--- src/rtl/periphery_io_ctrl_if.sv ---
// Memory-side bus between the IO controller (master) and the core memory (slave).
// Latency: none, wires only; the controller registers every master-driven signal.
// Backpressure: none; mem_rd_valid returns read data at any latency >= 1 cycle.
//
// Signals: mem_wr_en/mem_rd_en single-cycle strobes, mem_addr word address,
// mem_wr_data write word, mem_rd_data/mem_rd_valid read return.
interface periphery_io_ctrl_if #(
   parameter int MEM_DATA_L = 64,
   parameter int MEM_ADDR_L = 16
);
   logic                  mem_wr_en;
   logic                  mem_rd_en;
   logic [MEM_ADDR_L-1:0] mem_addr;
   logic [MEM_DATA_L-1:0] mem_wr_data;
   logic [MEM_DATA_L-1:0] mem_rd_data;
   logic                  mem_rd_valid;

   modport master (
      output mem_wr_en, mem_rd_en, mem_addr, mem_wr_data,
      input  mem_rd_data, mem_rd_valid
   );

   modport slave (
      input  mem_wr_en, mem_rd_en, mem_addr, mem_wr_data,
      output mem_rd_data, mem_rd_valid
   );
endinterface

--- src/rtl/periphery_io_ctrl.sv ---
// Core-side IO controller: decodes host opcodes, packs pad half-words into memory words, serves read-back, registers exec handshake.
// Latency: 1 cycle from opcode/exec inputs to registered outputs; read data appears 1 cycle after mem_rd_valid.
// Backpressure: none; commands that cannot be served (read in flight, mixed halves, core executing) are dropped and flag err.
//
// Ports: clk/rst (async active-low); in_data/io_opcode host command; reset_/enable_execution_io host
// exec controls; done_execution_io sticky done; out_data read/status word; exec_reset/exec_enable/exec_done
// core handshake; mem memory bus (master side).
module periphery_io_ctrl #(
   parameter int INPUT_DATA_L  = 32,
   parameter int OUTPUT_DATA_L = 32,
   parameter int IO_OPCODE_L   = 3,
   parameter int MEM_DATA_L    = 64,
   parameter int MEM_ADDR_L    = 16
) (
   input  logic                     clk,
   input  logic                     rst,
   input  logic [INPUT_DATA_L-1:0]  in_data,
   input  logic [IO_OPCODE_L-1:0]   io_opcode,
   input  logic                     reset_execution_io,
   input  logic                     enable_execution_io,
   output logic                     done_execution_io,
   output logic [OUTPUT_DATA_L-1:0] out_data,
   output logic                     exec_reset,
   output logic                     exec_enable,
   input  logic                     exec_done,
   periphery_io_ctrl_if.master      mem
);

   localparam logic [IO_OPCODE_L-1:0] OP_SET_ADDR = IO_OPCODE_L'(1);
   localparam logic [IO_OPCODE_L-1:0] OP_WR_HALF  = IO_OPCODE_L'(2);
   localparam logic [IO_OPCODE_L-1:0] OP_RD_HALF  = IO_OPCODE_L'(3);
   localparam logic [IO_OPCODE_L-1:0] OP_STATUS   = IO_OPCODE_L'(4);

   logic [MEM_ADDR_L-1:0]   addr;
   logic                    half;
   logic                    half_rd;     // half=1 was reached by a read (vs. a write)
   logic [INPUT_DATA_L-1:0] wr_lo;
   logic                    rd_pending;
   // Only the upper half of a read word is ever replayed; the lower half goes straight to out_data.
   logic [INPUT_DATA_L-1:0] rd_buf_hi;
   logic                    err;

   logic                     is_wr, is_rd, is_bad;
   logic                     mem_blocked;
   logic                     wr_drop, rd_drop, cmd_err;
   logic [OUTPUT_DATA_L-1:0] status_word;

   always_comb begin
      is_wr       = (io_opcode == OP_WR_HALF);
      is_rd       = (io_opcode == OP_RD_HALF);
      is_bad      = (io_opcode > OP_STATUS);
      // Memory is owned by the core while executing; also only one read may be outstanding.
      mem_blocked = rd_pending | exec_enable;
      wr_drop     = mem_blocked | (half & half_rd);
      rd_drop     = mem_blocked | (half & ~half_rd);
      cmd_err     = (is_wr & wr_drop) | (is_rd & rd_drop) | is_bad;

      // OUTPUT_DATA_L must be at least MEM_ADDR_L+4 to hold the status fields.
      status_word                 = '0;
      status_word[MEM_ADDR_L-1:0] = addr;
      status_word[MEM_ADDR_L]     = done_execution_io;
      status_word[MEM_ADDR_L+1]   = half;
      status_word[MEM_ADDR_L+2]   = rd_pending;
      status_word[MEM_ADDR_L+3]   = err;
   end

   always_ff @(posedge clk or negedge rst) begin
      if (!rst) begin
         addr              <= '0;
         half              <= 1'b0;
         half_rd           <= 1'b0;
         wr_lo             <= '0;
         rd_pending        <= 1'b0;
         rd_buf_hi         <= '0;
         err               <= 1'b0;
         out_data          <= '0;
         exec_reset        <= 1'b0;
         exec_enable       <= 1'b0;
         done_execution_io <= 1'b0;
         mem.mem_wr_en     <= 1'b0;
         mem.mem_rd_en     <= 1'b0;
         mem.mem_addr      <= '0;
         mem.mem_wr_data   <= '0;
      end else begin
         mem.mem_wr_en <= 1'b0;
         mem.mem_rd_en <= 1'b0;

         exec_reset  <= reset_execution_io;
         exec_enable <= enable_execution_io & ~reset_execution_io;
         if (reset_execution_io)
            done_execution_io <= 1'b0;
         else if (exec_done && exec_enable)
            done_execution_io <= 1'b1;

         // STATUS clears err, but any error raised by this cycle's command still sticks.
         err <= (err & ~(io_opcode == OP_STATUS)) | cmd_err;

         if (rd_pending && mem.mem_rd_valid) begin
            rd_buf_hi  <= mem.mem_rd_data[MEM_DATA_L-1:INPUT_DATA_L];
            out_data   <= mem.mem_rd_data[INPUT_DATA_L-1:0];
            rd_pending <= 1'b0;
            half       <= 1'b1;
            half_rd    <= 1'b1;
         end

         // Opcode handling comes last so SET_ADDR cancels a read returning in the same cycle,
         // and a same-cycle STATUS takes out_data over the returning read data.
         case (io_opcode)
            OP_SET_ADDR: begin
               addr       <= in_data[MEM_ADDR_L-1:0];
               half       <= 1'b0;
               rd_pending <= 1'b0;
            end
            OP_WR_HALF: begin
               if (!wr_drop) begin
                  if (!half) begin
                     wr_lo   <= in_data;
                     half    <= 1'b1;
                     half_rd <= 1'b0;
                  end else begin
                     mem.mem_wr_en   <= 1'b1;
                     mem.mem_addr    <= addr;
                     mem.mem_wr_data <= {in_data, wr_lo};
                     addr            <= addr + MEM_ADDR_L'(1);
                     half            <= 1'b0;
                  end
               end
            end
            OP_RD_HALF: begin
               if (!rd_drop) begin
                  if (!half) begin
                     mem.mem_rd_en <= 1'b1;
                     mem.mem_addr  <= addr;
                     rd_pending    <= 1'b1;
                  end else begin
                     out_data <= rd_buf_hi;
                     addr     <= addr + MEM_ADDR_L'(1);
                     half     <= 1'b0;
                  end
               end
            end
            OP_STATUS: out_data <= status_word;
            default: ;
         endcase
      end
   end

endmodule

--- src/flat_wrapper.sv ---
// flat-port wrapper written by rule: the top's interface ports become plain ports
module periphery_io_ctrl_flat 
#(
   parameter int INPUT_DATA_L  = 32,
   parameter int OUTPUT_DATA_L = 32,
   parameter int IO_OPCODE_L   = 3,
   parameter int MEM_DATA_L    = 64,
   parameter int MEM_ADDR_L    = 16
)
  (clk, rst, in_data, io_opcode, reset_execution_io, enable_execution_io, done_execution_io, out_data, exec_reset, exec_enable, exec_done, mem_mem_wr_en, mem_mem_rd_en, mem_mem_addr, mem_mem_wr_data, mem_mem_rd_data, mem_mem_rd_valid);
  periphery_io_ctrl_if #(.MEM_DATA_L(MEM_DATA_L), .MEM_ADDR_L(MEM_ADDR_L)) mem_i ();
  input  logic clk;
  input  logic rst;
  input  logic [INPUT_DATA_L-1:0] in_data;
  input  logic [IO_OPCODE_L-1:0] io_opcode;
  input  logic reset_execution_io;
  input  logic enable_execution_io;
  output logic done_execution_io;
  output logic [OUTPUT_DATA_L-1:0] out_data;
  output logic exec_reset;
  output logic exec_enable;
  input  logic exec_done;
  output wire logic [$bits(mem_i.mem_wr_en)-1:0] mem_mem_wr_en;
  output wire logic [$bits(mem_i.mem_rd_en)-1:0] mem_mem_rd_en;
  output wire logic [$bits(mem_i.mem_addr)-1:0] mem_mem_addr;
  output wire logic [$bits(mem_i.mem_wr_data)-1:0] mem_mem_wr_data;
  input wire logic [$bits(mem_i.mem_rd_data)-1:0] mem_mem_rd_data;
  input wire logic [$bits(mem_i.mem_rd_valid)-1:0] mem_mem_rd_valid;
  assign mem_mem_wr_en = mem_i.mem_wr_en;
  assign mem_mem_rd_en = mem_i.mem_rd_en;
  assign mem_mem_addr = mem_i.mem_addr;
  assign mem_mem_wr_data = mem_i.mem_wr_data;
  assign mem_i.mem_rd_data = mem_mem_rd_data;
  assign mem_i.mem_rd_valid = mem_mem_rd_valid;
  periphery_io_ctrl #(.INPUT_DATA_L(INPUT_DATA_L), .OUTPUT_DATA_L(OUTPUT_DATA_L), .IO_OPCODE_L(IO_OPCODE_L), .MEM_DATA_L(MEM_DATA_L), .MEM_ADDR_L(MEM_ADDR_L)) u_core (.clk(clk), .rst(rst), .in_data(in_data), .io_opcode(io_opcode), .reset_execution_io(reset_execution_io), .enable_execution_io(enable_execution_io), .done_execution_io(done_execution_io), .out_data(out_data), .exec_reset(exec_reset), .exec_enable(exec_enable), .exec_done(exec_done), .mem(mem_i));
endmodule
--- config.mk ---
export PLATFORM = sky130hd
export DESIGN_NAME = periphery_io_ctrl_flat
export DESIGN_NICKNAME = d
export VERILOG_FILES = /design/src/rtl/periphery_io_ctrl_if.sv /design/src/rtl/periphery_io_ctrl.sv /design/src/flat_wrapper.sv
export SDC_FILE = /design/constraint.sdc
export NUM_CORES = 1
export LEC_CHECK = 0
export CORE_MARGIN = 4
export CORE_UTILIZATION = 63
export CTS_CLUSTER_SIZE = 16
export DETAILED_ROUTE_END_ITERATION = 8
export DONT_BUFFER_PORTS = 1
export PLACE_DENSITY = 0.88
export SETUP_SLACK_MARGIN = 0.3
export SYNTH_ARGS = -nofsm -noshare
export SYNTH_HDL_FRONTEND = slang
export SYNTH_SLANG_ARGS = --single-unit
--- constraint.sdc ---
create_clock -name clk -period 1.9 [get_ports clk]
set_input_delay 0.38 -clock clk [delete_from_list [all_inputs] [get_ports clk]]
set_output_delay 0.38 -clock clk [all_outputs]
set_load 0.01 [all_outputs]
==> results_dict.tcl <==
set metrics [dict create \
    hpwl_um 14000 \
    drive_above_1_share_pct 23.7 \
    p_leak_nw 4.86 \
    critical_path_class "flop to flop" \
    power.switching_mw 5.01 \
    clk_latency_ps 480 \
    synthesis.area_sq_um 8710 \
    grt_pass1_vias 6476 \
    gp_congestion 0.882 \
    crit_path_end_kind "flop" \
    clockBufferDepth 3 \
    path_clk_slew_ps 60 \
    drv_slew 0 \
    worstPathCellList "nor4_4 > and2_4 > clkbuf_16 > mux2_4" \
    yosysWarningCount 0 \
    wl_um 23200 \
    setup_viol_count_final 0 \
    critPathMaxStageDelay_ps 460 \
    grt_setup_unrepaired "yes" \
    finalHoldViolCount 201 \
    irDropWorstVdd_uv 1160 \
    cp.arrival_ps 2060 \
    vias 6190 \
    antenna_found_initial 0 \
    crit_path_start_kind "flop" \
    cts_root_buffer "clkbuf_16" \
    drt_iter0_markers 842 \
    drc 0 \
    synth_edf_count 0 \
    p_clk_share_pct 24.0 \
    drv_cap 0 \
    synth.distinct_cells 59 \
    io_pins 222 \
    cp_num_buf_inv 1 \
    grt_usage_pct 27.5 \
    seq_power_share_pct 54.4 \
    rows 42 \
    start_util_pct 65.0 \
    dieArea_sq_um 15800 \
    synth_most_common_cell "nand2_1" \
    dp_cells 900 \
    syn_to_final_growth_pct 16.6 \
    worstHoldPathType "input port to async pin" \
    ys_async_sr_fraction_pct 100 \
    vias_per_cell 6.37 \
    cts_sinks 201 \
    n_antenna_cell 0 \
    avgSynthCellArea_sq_um 11.5 \
    fin_cells 972 \
    worst-endpoint-required_ps 2250 \
    r2r_end "u_core.wr_lo[24]" \
    syn_nets 862 \
    yosys_register_bits 201 \
    yosys.area.top_type "dfrtp_1" \
    finClkSkew_ps 12.2 \
    fmax_mhz 587 \
    core_area_sq_um 13400 \
    finalSetupTns_ps 0 \
    synth_seq_area_share_pct 57.7 \
    total_power_mw 15.1 \
    worst_pin_slew_ps 519 \
    grt_first_pass_wirelength_um 35400 \
    htree_levels 1 \
    period_share_pct 89.7 \
    wl_per_cell_um 23.9 \
    cts_tree "yes" \
    relSlewSlack_pct 65.2 \
    grt_max_degree 202 \
    synth_area_leaders "dfrtp_1 (58%), nand2_1 (9.0%), mux2_2 (5.6%)" \
    reg2reg_from "u_core.half" \
    synth_common_cells "nand2_1 (209), dfrtp_1 (201), mux2_2 (43)" \
    reg2reg_depth 4 \
    pwr-share-comb_pct 21.6 \
    dr.pass1.iters 7 \
    fin_nets 895 \
    p_sw_share_pct 33.2 \
    outcome "finished, violations left" \
    netlist_instances 756 \
    synth_top_area_share_pct 57.7 \
    detail-route-antenna-nets 0 \
    period_needed_ps 1700 \
    numCtsBuffers 20 \
    slowest_stage "dfrtp_2" \
    whs_ps -402 \
    n_fill_cell 834 \
    p_int_mw 10.1 \
    violations "negative hold slack" \
    powerDensity_nw_per_um2 1490 \
    crit_family "simple AND/OR/NAND/NOR gates" \
    die_x_um 126 \
    crit_fanout 6 \
    grt-ovfl-total 0 \
    crit_cells 4 \
    io_buffers 0 \
    die_h_um 126 \
    r2r_slack_ps 200 \
    ys_dominant_reg_cell "dfrtp_1" \
]
-- final cells by class --
cell class	count	area, sq um	share of cell area, %
clock buffers	29	586	5.77
inverters	4	22.5	0.222
multi-input cells	502	3470	34.2
flip-flops and latches	201	5040	49.6
well taps	176	220	2.17
repair buffers	60	822	8.09
-- routing by layer --
layer | GRT usage, % | vias up | part of all wire [%]
li1 | - | 2674 | -
met1 | 34.3 | 3076 | 38
met2 | 46.8 | 369 | 50
met3 | 7.80 | 71 | 9.1
met4 | 8.23 | 0 | 3.2
met5 | 0 | - | 0
-- sequential cells by signal, summed over array words and instances, names as in the netlist, 16 cells and up --
name,cells
u_core.addr,16
u_core.rd_buf_hi,32
u_core.out_data,32
u_core.wr_lo,32
u_core.mem.mem_addr,16
u_core.mem.mem_wr_data,64
-- cells in the final DEF, fill, tap and decap left out, types with 9 or more instances in the layout --
master | Yosys | layout
dfrtp_1 | 201 | 195
mux2_4 | 29 | 31
mux2_2 | 43 | 41
buf_4 | 7 | 25
buf_12 | 4 | 9
nand2_1 | 209 | 208
o21ai_0 | 15 | 15
mux2i_1 | 34 | 34
nor2_1 | 15 | 13
o21ai_1 | 14 | 14
o31ai_1 | 12 | 12
a22oi_1 | 25 | 24
a21oi_1 | 14 | 14
clkbuf_16 | 0 | 28
-- cell families after synthesis --
kind of cell / after synthesis / share of synthesized area (%)
flops: 201 / 57.7
compound gates: 117 / 9.32
simple gates: 268 / 13.4
buf+inv: 56 / 4.04
fa+ha+maj: 1 / 0.144
xor+xnor: 1 / 0.101
mux: 112 / 15.2
-- how the worst max path moves through the flow --
stage / start / endpoint / slack [ps]
3_3_place_gp: u_core.half / u_core.addr[10] / 80
6_report: u_core.half / u_core.wr_lo[24] / 200
5_1_grt: u_core.half / u_core.wr_lo[1] / 130
4_1_cts: u_core.exec_enable / u_core.wr_lo[1] / 190
2_1_floorplan: u_core.half / u_core.wr_lo[10] / 290
3_5_place_dp: u_core.half / u_core.addr[10] / 7
-- per-stage QoR --
stage          hold WS (ps)  worst slack [ps]  cell area [sq um]  util (%)
2_1_floorplan          84.4               286               8730         -
3_3_place_gp           90.3              83.8               8810      65.8
3_5_place_dp           89.0              7.20               8810      65.8
4_1_cts                -415               192               9670      72.2
5_1_grt                -424               131              10200      75.8
6_report               -402               195              10200      75.8
-- power groups by stage --
stage	sequential, mW	clock (mW)	combinational, mW
final	8.22	3.63	3.26
after global routing	8.39	3.87	3.60
after CTS	8.17	3.67	2.97
after detailed placement	8.21	0	2.81
after global placement	8.11	0	2.61
after floorplan	7.59	0	2.49
-- what timing repair did --
action / CTS / global route
endpoints found under the hold margin: 206 / 204
setup buffers: 5 / 17
setup endpoints to repair: 151 / 180
resized for setup: 19 / 29
hold buffers: 3 / 3
gates cloned: 6 / 9
pin swaps: 5 / 7
No activity file was read; power rests on OpenSTA's default activity.
